`config.mk`:
```
export PLATFORM = sky130hd
export DESIGN_NAME = imem_load_ctrl
export DESIGN_NICKNAME = d
export VERILOG_FILES = /design/src/rtl/imem_ctrl_pkg.sv /design/src/rtl/ld_timer.sv /design/src/rtl/imem_load_ctrl.sv
export SDC_FILE = /design/constraint.sdc
export NUM_CORES = 1
export LEC_CHECK = 0
export CAP_MARGIN = 20
export CORE_ASPECT_RATIO = 1.1
export CORE_MARGIN = 2
export CORE_UTILIZATION = 43
export DETAILED_ROUTE_END_ITERATION = 8
export PLACE_DENSITY = 0.87
export RECOVER_POWER = 100
export SLEW_MARGIN = 20
export SYNTH_ARGS = -nofsm -noshare
export SYNTH_HDL_FRONTEND = slang
export SYNTH_SLANG_ARGS = --single-unit
```
`constraint.sdc`:
```
create_clock -name clk -period 4.8 [get_ports clk]
set_input_delay 0.48 -clock clk [delete_from_list [all_inputs] [get_ports clk]]
set_output_delay 0.48 -clock clk [all_outputs]
set_load 0.005 [all_outputs]
```
`src/rtl/imem_ctrl_pkg.sv`:
```
// Shared definitions for the instruction-memory image loader: loader FSM
// state encoding and default geometry/timeout parameters.
package imem_ctrl_pkg;

    localparam int IMEM_AW_DEF = 8;
    localparam int TIMEOUT_DEF = 255;

    typedef enum logic [1:0] {
        IDLE  = 2'd0,
        REQ   = 2'd1,
        WAIT  = 2'd2,
        WRITE = 2'd3
    } ld_state_e;

endpackage

```
`src/rtl/ld_timer.sv`:
```
// Per-word wait watchdog: counts cycles while enabled and flags the
// TIMEOUT-th enabled cycle since the last clear.
module ld_timer
    import imem_ctrl_pkg::*;
#(
    parameter int TIMEOUT = TIMEOUT_DEF
) (
    input  logic clk,
    input  logic rst,
    input  logic clear,
    input  logic enable,
    output logic expired
);

    localparam int CW = (TIMEOUT > 1) ? $clog2(TIMEOUT) : 1;
    localparam logic [CW-1:0] LAST = CW'(TIMEOUT - 1);

    logic [CW-1:0] count_q;
    logic [CW-1:0] count_d;

    assign expired = enable && (count_q == LAST);

    // Next count: clear wins, otherwise advance while waiting, saturating at LAST.
    always_comb begin
        if (clear) begin
            count_d = {CW{1'b0}};
        end else if (enable && !expired) begin
            count_d = count_q + CW'(1);
        end else begin
            count_d = count_q;
        end
    end

    // Count register.
    always_ff @(posedge clk) begin
        if (rst) begin
            count_q <= {CW{1'b0}};
        end else begin
            count_q <= count_d;
        end
    end

endmodule

```
`src/rtl/imem_load_ctrl.sv`:
```
// Instruction-memory loader: copies an image word by word from an external
// source into IMEM, then serves core fetches from IMEM while idle.
module imem_load_ctrl
    import imem_ctrl_pkg::*;
#(
    parameter int IMEM_AW = IMEM_AW_DEF,
    parameter int TIMEOUT = TIMEOUT_DEF
) (
    input  logic               clk,
    input  logic               rst,
    input  logic               load_start,
    input  logic [IMEM_AW:0]   load_words,
    output logic               exIns_ren,
    output logic [31:0]        exIns_addr,
    input  logic               exIns_valid,
    input  logic [31:0]        exIns_in,
    input  logic               core_fetch_req,
    input  logic [31:0]        core_fetch_addr,
    output logic               core_fetch_ready,
    output logic               core_fetch_valid,
    output logic [31:0]        core_fetch_data,
    output logic               imem_en,
    output logic               imem_we,
    output logic [IMEM_AW-1:0] imem_addr,
    output logic [31:0]        imem_wdata,
    input  logic [31:0]        imem_rdata,
    output logic               core_hold,
    output logic               busy,
    output logic               done,
    output logic               err
);

    localparam logic [IMEM_AW:0] MAX_WORDS = {1'b1, {IMEM_AW{1'b0}}};
    localparam logic [IMEM_AW:0] ONE_W     = {{IMEM_AW{1'b0}}, 1'b1};

    ld_state_e          state_q, state_d;
    logic [IMEM_AW:0]   idx_q, idx_d;
    logic [IMEM_AW:0]   nwords_q, nwords_d;
    logic [31:0]        wdata_q, wdata_d;
    logic [IMEM_AW-1:0] wr_addr_q, wr_addr_d;
    logic [31:0]        exaddr_q, exaddr_d;
    logic               ren_q, ren_d;
    logic               wr_q, wr_d;
    logic               fvalid_q, fvalid_d;
    logic               done_q, done_d;
    logic               err_q, err_d;
    logic               hold_q, hold_d;
    logic               busy_q, busy_d;

    logic               fetch_acc_s;
    logic [IMEM_AW:0]   words_sat_s;
    logic               tmr_expired_s;
    logic               unused_fetch_bits_s;

    assign words_sat_s         = (load_words > MAX_WORDS) ? MAX_WORDS : load_words;
    assign core_fetch_ready    = !busy_q && !load_start && !rst;
    assign fetch_acc_s         = core_fetch_req && core_fetch_ready;
    assign unused_fetch_bits_s = ^{core_fetch_addr[31:IMEM_AW+2], core_fetch_addr[1:0]};

    ld_timer #(.TIMEOUT(TIMEOUT)) u_timer (
        .clk     (clk),
        .rst     (rst),
        .clear   (state_q == REQ),
        .enable  (state_q == WAIT),
        .expired (tmr_expired_s)
    );

    // Loader FSM next-state and registered-output computation.
    always_comb begin
        state_d   = state_q;
        idx_d     = idx_q;
        nwords_d  = nwords_q;
        wdata_d   = wdata_q;
        wr_addr_d = wr_addr_q;
        wr_d      = 1'b0;
        done_d    = 1'b0;
        err_d     = err_q;
        hold_d    = hold_q;
        fvalid_d  = fetch_acc_s;
        case (state_q)
            IDLE: begin
                if (load_start) begin
                    err_d = 1'b0;
                    if (words_sat_s == {(IMEM_AW+1){1'b0}}) begin
                        done_d = 1'b1;
                        hold_d = 1'b0;
                    end else begin
                        state_d  = REQ;
                        nwords_d = words_sat_s;
                        idx_d    = {(IMEM_AW+1){1'b0}};
                        hold_d   = 1'b1;
                    end
                end else begin
                    state_d = IDLE;
                end
            end
            REQ: begin
                state_d = WAIT;
            end
            WAIT: begin
                // A word arriving on the expiry cycle is still taken.
                if (exIns_valid) begin
                    state_d   = WRITE;
                    wdata_d   = exIns_in;
                    wr_d      = 1'b1;
                    wr_addr_d = idx_q[IMEM_AW-1:0];
                end else if (tmr_expired_s) begin
                    state_d = IDLE;
                    err_d   = 1'b1;
                end else begin
                    state_d = WAIT;
                end
            end
            WRITE: begin
                idx_d = idx_q + ONE_W;
                if ((idx_q + ONE_W) == nwords_q) begin
                    state_d = IDLE;
                    done_d  = 1'b1;
                    hold_d  = 1'b0;
                end else begin
                    state_d = REQ;
                end
            end
            default: begin
                state_d = IDLE;
            end
        endcase
        ren_d  = (state_d == REQ);
        busy_d = (state_d != IDLE);
        if (ren_d) begin
            exaddr_d = {{(30-IMEM_AW){1'b0}}, idx_d[IMEM_AW-1:0], 2'b00};
        end else begin
            exaddr_d = exaddr_q;
        end
    end

    // Loader FSM state and registered outputs.
    always_ff @(posedge clk) begin
        if (rst) begin
            state_q   <= IDLE;
            idx_q     <= {(IMEM_AW+1){1'b0}};
            nwords_q  <= {(IMEM_AW+1){1'b0}};
            wdata_q   <= 32'h0;
            wr_addr_q <= {IMEM_AW{1'b0}};
            exaddr_q  <= 32'h0;
            ren_q     <= 1'b0;
            wr_q      <= 1'b0;
            fvalid_q  <= 1'b0;
            done_q    <= 1'b0;
            err_q     <= 1'b0;
            hold_q    <= 1'b1;
            busy_q    <= 1'b0;
        end else begin
            state_q   <= state_d;
            idx_q     <= idx_d;
            nwords_q  <= nwords_d;
            wdata_q   <= wdata_d;
            wr_addr_q <= wr_addr_d;
            exaddr_q  <= exaddr_d;
            ren_q     <= ren_d;
            wr_q      <= wr_d;
            fvalid_q  <= fvalid_d;
            done_q    <= done_d;
            err_q     <= err_d;
            hold_q    <= hold_d;
            busy_q    <= busy_d;
        end
    end

    // IMEM port mux: the fetch read must leave in the accept cycle to meet
    // the one-cycle fetch latency, so only the write side is pre-registered.
    always_comb begin
        if (rst) begin
            imem_en    = 1'b0;
            imem_we    = 1'b0;
            imem_addr  = {IMEM_AW{1'b0}};
            imem_wdata = 32'h0;
        end else if (wr_q) begin
            imem_en    = 1'b1;
            imem_we    = 1'b1;
            imem_addr  = wr_addr_q;
            imem_wdata = wdata_q;
        end else if (fetch_acc_s) begin
            imem_en    = 1'b1;
            imem_we    = 1'b0;
            imem_addr  = core_fetch_addr[IMEM_AW+1:2];
            imem_wdata = 32'h0;
        end else begin
            imem_en    = 1'b0;
            imem_we    = 1'b0;
            imem_addr  = {IMEM_AW{1'b0}};
            imem_wdata = 32'h0;
        end
    end

    assign exIns_ren        = ren_q;
    assign exIns_addr       = exaddr_q;
    assign core_fetch_valid = fvalid_q;
    assign core_fetch_data  = fvalid_q ? imem_rdata : 32'h0;
    assign core_hold        = hold_q;
    assign busy             = busy_q;
    assign done             = done_q;
    assign err              = err_q;

endmodule

```
* Yosys cells after proc, flatten, opt, wreduce, memory -nomap -nowiden
Index checks and enable logic that the tools add are counted.
Widths: inputs -> output; s select.
** Storage, ports and cells
- Memory bits (writable) :: 0
- Flip-flop bits (word level) :: 83
- Bits of input ports :: 110
- ROM bits :: 0
- Output and inout bits :: 113
- Memories kept :: 0
- Bits in latches :: 0
** Cells by class
- Equality and inequality tests :: 11
- Multiply operators :: 0
- Divide/modulo/power cells :: 0
- Reduce and logical (&&, ||, !) cells :: 21
- Shift-type cells :: 0
- Bitwise logic cells :: 2
- Add/sub/neg operators :: 2
- $lt $le $gt $ge :: 1
- Muxes and demuxes :: 34
** Operators by type and width (count)
- $mux 32 :: 3
- $mux 9 :: 3
- $mux 8 :: 3
- $pmux 9 s2 :: 1
- $mux 1 :: 16
- $ne 2x2->1 const B :: 5
- $add 9x1->9 const B :: 1
- $eq 9x9->1 :: 1
- $gt 9x9->1 const B :: 1
- $logic_not 9->1 :: 1
- $reduce_and 3->1 :: 3
- $add 8x1->8 const B :: 1
- $eq 8x8->1 const B :: 1
- $mux 2 :: 4
- $pmux 2 s4 :: 1
- $pmux 1 s2 :: 3
- $reduce_bool 2->1 :: 3
- $logic_and 1x1->1 :: 5
- $eq 2x1->1 const B :: 2
- $eq 2x2->1 const B :: 2
- $logic_not 1->1 :: 4
- $reduce_and 4->1 :: 1
- $reduce_or 2->1 :: 2
- $logic_not 2->1 :: 1
- other kinds (2) :: 3

* Logic depth before layout (Yosys ltp)
- Depth in word-level cells :: 7
- Depth in mapped cells :: 9
- Gate-level depth less buffers :: 8

* Hierarchy
From an unflattened synthesis, not the netlist that was laid out.
** Unflattened totals
- Cell total of the unflattened synthesis :: 541
- Area, all modules :: 4366.7 µm²
** Modules (own cells, without submodules)
- imem_load_ctrl :: instances 1, cells each 490, seq. area each 1501.4 µm², area each 3911.3 µm²
- ld_timer :: instances 1, cells each 51, seq. area each 160.2 µm², area each 455.4 µm²

* Least setup slack after synthesis
No wires, ideal clock.
- Path type :: register -> register
- Start :: register idx_q[0]
- End :: register exaddr_q[3] (netlist: exIns_addr[3])
- Setup slack :: 2.108 ns
- Stages on the path, launching flop included :: 8
- Required time :: 4.679 ns
- Arrival :: 2.571 ns
- Setup time :: 0.121 ns
- Period minus slack after synthesis :: 2.692 ns
- Path buffers :: 0
- Cell sequence :: dfxtp_1 -> ha_1 -> xor2_1 -> a2111o_1 -> or4b_4 -> o31ai_4 -> a211oi_4 -> mux2_4
** Between the ends
- Word-level cells in the longest chain between the ends :: 5
- Elaborated cells between the ends (all ways) :: 6
** Ends and longest elaborated chain
- start: declaration :: line imem_load_ctrl.sv:37 : logic [IMEM_AW:0] idx_q, idx_d;
- start signal: assignment :: line imem_load_ctrl.sv:141 : idx_q <= {(IMEM_AW+1){1'b0}};
- start signal: assignment :: line imem_load_ctrl.sv:155 : idx_q <= idx_d;
- $add 9x1->9 (*) :: line imem_load_ctrl.sv:115, imem_load_ctrl.sv:116
- $eq 9x9->1 :: line imem_load_ctrl.sv:116 : if ((idx_q + ONE_W) == nwords_q) begin
- $mux 1 :: line imem_load_ctrl.sv:116
- $pmux 2 s4 :: line imem_load_ctrl.sv:80 : case (state_q)
- $eq 2x1->1 :: line imem_load_ctrl.sv:128 : ren_d = (state_d == REQ);
- end signal: assignment :: line imem_load_ctrl.sv:159 : exaddr_q <= exaddr_d;
- end: declaration :: line imem_load_ctrl.sv:41 : logic [31:0] exaddr_q, exaddr_d;
Mark *: on every way between the ends. The rest lies on a longest branch, timed or not.
A chain may end at the register's enable or synchronous reset.

* Final worst setup path
- Start :: input port rst
- End :: output port imem_wdata[29]
** Between the ends
- Word-level cells in the longest chain between the ends :: 1
** Ends and longest elaborated chain
- start: declaration :: line imem_load_ctrl.sv:10 : input logic rst,
- $mux 32 :: line imem_load_ctrl.sv:173 : if (rst) begin
- end: declaration :: line imem_load_ctrl.sv:25 : output logic [31:0] imem_wdata,
No other way between the ends.

==> tab_implementation.tex <==
\begin{tabular}{lr}
\hline
Metric & Value \\
\hline
\multicolumn{2}{l}{\textbf{Clock tree}} \\
Clock transition at the registers of the reported paths & roughly 0.080 ns \\
Max H-tree Level & 3 \\
TritonCTS buffer count & 9 \\
Clock tree from TritonCTS & yes \\
Post-cts sizing count & 0 \\
Cts hold-fix bufs & 0 \\
Bufs on Longest Clock Path & 2 \\
Setup repair bufs after CTS & 0 \\
Worst skew pair latency & 0.35 ns \\
CTS root buf & sky130\_fd\_sc\_hd\_\_clkbuf\_8 \\
Clock sink count & 83 \\
\multicolumn{2}{l}{\textbf{Floorplan}} \\
DIE WIDTH & around 100 um \\
Area of the die & 10600 um2 \\
Starting density of the core & between 40\% and 50\% \\
Std-Cell Core Area & roughly 9400 um2 \\
Vertical extent of the die & 108 um \\
Io pins & 223 \\
Cell row count & 37 \\
\multicolumn{2}{l}{\textbf{Synth}} \\
Fraction of synthesis flops using an asynchronous set or reset pin & 0\% \\
Yosys synthesis warning count & 0 \\
Dominant register cell in the synthesized netlist & sky130\_fd\_sc\_hd\_\_dfxtp\_1 \\
Count of cell types in the netlist & 51 \\
Synthesized area & 4210 um2 \\
Gate count of the mapped netlist & approximately 540 \\
Average footprint of a synthesized cell & about 7.9 um2 \\
Flop and latch count out of synthesis & between 80 and 90 \\
Number of flops mapped to enable cells by yosys & 0 \\
Share of the yosys chip area belonging to registers & 39.4\% \\
\multicolumn{2}{l}{\textbf{STA}} \\
Remaining max-slew budget at the tightest pin & -19.0\% \\
Setup TNS after final layout & 0 ns \\
Total of endpoints with negative setup slack in the final report & 0 \\
Number of endpoints with negative hold slack in the final report & 0 \\
Setup slack after layout & between 0.9 and 1 ns \\
Skew final & 0.0134 ns \\
Maximum clock rate & 0.259 GHz \\
RSZ-0062 raised after global routing & no \\
Transition time at the pin with the least slew margin & 1.79 ns \\
Clock period minus final worst setup slack & about 3.9 ns \\
Share of the clock period used by the worst path & 80.4\% \\
Pins Over Slew Limit & 42 \\
\multicolumn{2}{l}{\textbf{Drt}} \\
Number of vias per cell after detailed routing & $\sim$5.2 \\
DRC Markers & 0 \\
Initial drt markers & roughly 210 \\
Overall via count from detail\_route & approximately 4200 \\
Post-Route WL & 13100 um \\
Remaining antenna violation count & 0 \\
Wire length per cell & $\sim$16 um \\
Length of the first detailed-routing pass in iterations & 5 \\
\multicolumn{2}{l}{\textbf{Global routing}} \\
Vias in the first global route & just over 4000 \\
First-pass GRT wire length & 20300 um \\
Remaining global-route overflow & 0 \\
Global router's overall resource usage & approximately 24\% \\
Initial antenna violation count & 1 \\
Largest net degree at the start of global routing & 42 \\
\multicolumn{2}{l}{\textbf{Worst setup path}} \\
Cell type of the slowest stage on the worst timing path & sky130\_fd\_sc\_hd\_\_nor2b\_1 \\
Type of destination of the critical path & output pin \\
Largest fanout on the critical path & 40 \\
Critical path start-end classification & input port to output pin \\
Peak per-stage delay on the critical path & 0.90 ns \\
Kind of launch point of the worst setup path & input port \\
Critical Path RT & 4.32 ns \\
Worst path cell trace & buf\_2 > nor2b\_1 > clkbuf\_1 > and2\_0 > clkdlybuf4s50\_1 \\
Worst Path Arrival & 3.38 ns \\
\multicolumn{2}{l}{\textbf{Power and ir drop}} \\
Leakage Power & $\sim$0.0022 uW \\
Worst ir drop on vdd & roughly 0.00014 V \\
Pwr dens & around 230 nW/um2 \\
\multicolumn{2}{l}{\textbf{Final layout}} \\
\# fillers & just over 800 \\
Most common cell after layout, fill and taps aside & sky130\_fd\_sc\_hd\_\_clkdlybuf4s50\_1 \\
Non-filler instance count after layout & 811 \\
Finished Core Util & 64.2\% \\
\# nets final & 806 \\
Layout cell share with drive strength beyond 1 & 3.03\% \\
Layout overhead on the synthesized area & 43.9\% \\
Top library cells by usage in the layout, fill and taps aside & 133 x sky130\_fd\_sc\_hd\_\_clkdlybuf4s50\_1, 101 x sky130\_fd\_sc\_hd\_\_nand2\_1, 83 x sky130\_fd\_sc\_hd\_\_dfxtp\_1 \\
\multicolumn{2}{l}{\textbf{Job}} \\
Maximum capacitance violations & 1 \\
\multicolumn{2}{l}{\textbf{Status}} \\
Status & finished with violations \\
Violations in the final reports & capacitance limit, slew limit \\
\multicolumn{2}{l}{\textbf{Placement}} \\
Buffers on Ports & 174 \\
Half-perimeter wire length after detailed placement & between 10000 and 15000 um \\
Routability cong. & 0.871 \\
Place WS & 1.50 ns \\
Cell count after placement & 795 \\
\multicolumn{2}{l}{\textbf{Min path}} \\
Path class of the lowest-slack min-delay path & flop to flop \\
\hline
\end{tabular}
## metal layers
| metal | routed length, um | GRT usage [%] | share of wire (%) | up-vias |
|---|---|---|---|---|
| li1 | - | - | - | 2052 |
| met1 | 5010 | 27.9 | 38 | 1985 |
| met2 | 6950 | 44.3 | 53 | 182 |
| met3 | 841 | 4.61 | 6.4 | 24 |
| met4 | 311 | 8.02 | 2.4 | 0 |
| met5 | 0 | 0 | 0 | - |
## cells in the mapped netlist (all sizes together), types with 9 or more instances
cell,number,share of area (%)
buf,35,5.5
nand2,101,9.0
nor2,32,2.9
dfxtp,83,39
inv,15,1.3
a22o,9,1.9
a21oi,56,6.7
nand3,9,1.2
clkbuf,23,2.0
and2,70,10
## path summary, 6_finish.rpt
| kind | start | endpoint | slack (ns) | cells past startpoint |
|---|---|---|---|---|
| setup / recovery | rst | imem_wdata[29] | 0.94 | 5 |
| hold / removal | wdata_q[31] | wdata_q[31] | 0.45 | 2 |
| setup reg to reg | idx_q[0] | exIns_addr[3] | 0.97 | 8 |
| hold reg to reg | wdata_q[31] | wdata_q[31] | 0.45 | 2 |
## where the power goes
group | switching [uW] | leakage, uW | total, uW | internal [uW]
combinational | 69.7 | 0.00144 | 168 | 98.7
clock | 241 | 0.0000954 | 493 | 252
sequential | 8.79 | 0.000670 | 705 | 696
total | 320 | 0.00221 | 1370 | 1050
## logic make-up after synthesis
family | Yosys count | synth area share (%)
adders and majority gates | 7 | 2.08
buffers and inverters | 73 | 8.88
muxes | 1 | 0.356
AOI/OAI and AO/OA | 112 | 17.6
other | 1 | 0.0890
and+or+nand+nor | 244 | 28.6
xor gates and xnor gates | 14 | 2.91
DFF | 83 | 39.4
## metrics by stage
step                area, um2  hold slack, ns  power (uW)
global route             6060           0.479        1420
floorplan                4300           0.432         797
finish                   6060           0.453        1370
global placement         5900           0.438         891
CTS                      6090           0.453        1380
detailed placement       5900           0.442         895
## flip-flops by register name (all words and copies together) (netlist names)
register and count:
wdata_q 32, idx_q 9, nwords_q 9, exIns_addr 8, u_timer.count_q 8, wr_addr_q 8
state_q 2, busy 1, core_fetch_valid 1, core_hold 1, done 1, err 1
exIns_ren 1, wr_q 1
## worst max-delay path: cells and delay by family
| family | cells | cell delay, ns |
|---|---|---|
| buffers and inverters | 3 | 1.64 |
| AND/OR/NAND/NOR | 2 | 1.24 |
## cell type report
class	instances	area (um2)	share of cell area, %
timing repair buffer	178	1760	29.0
multi-input combinational	402	2240	37.0
clock inverter	4	51.3	0.846
tap	117	146	2.42
sequential	83	1660	27.4
antenna	1	2.50	0.0413
inverter	15	56.3	0.929
clock buffer	11	141	2.33
Note: power is estimated with default switching activity, not from simulation.
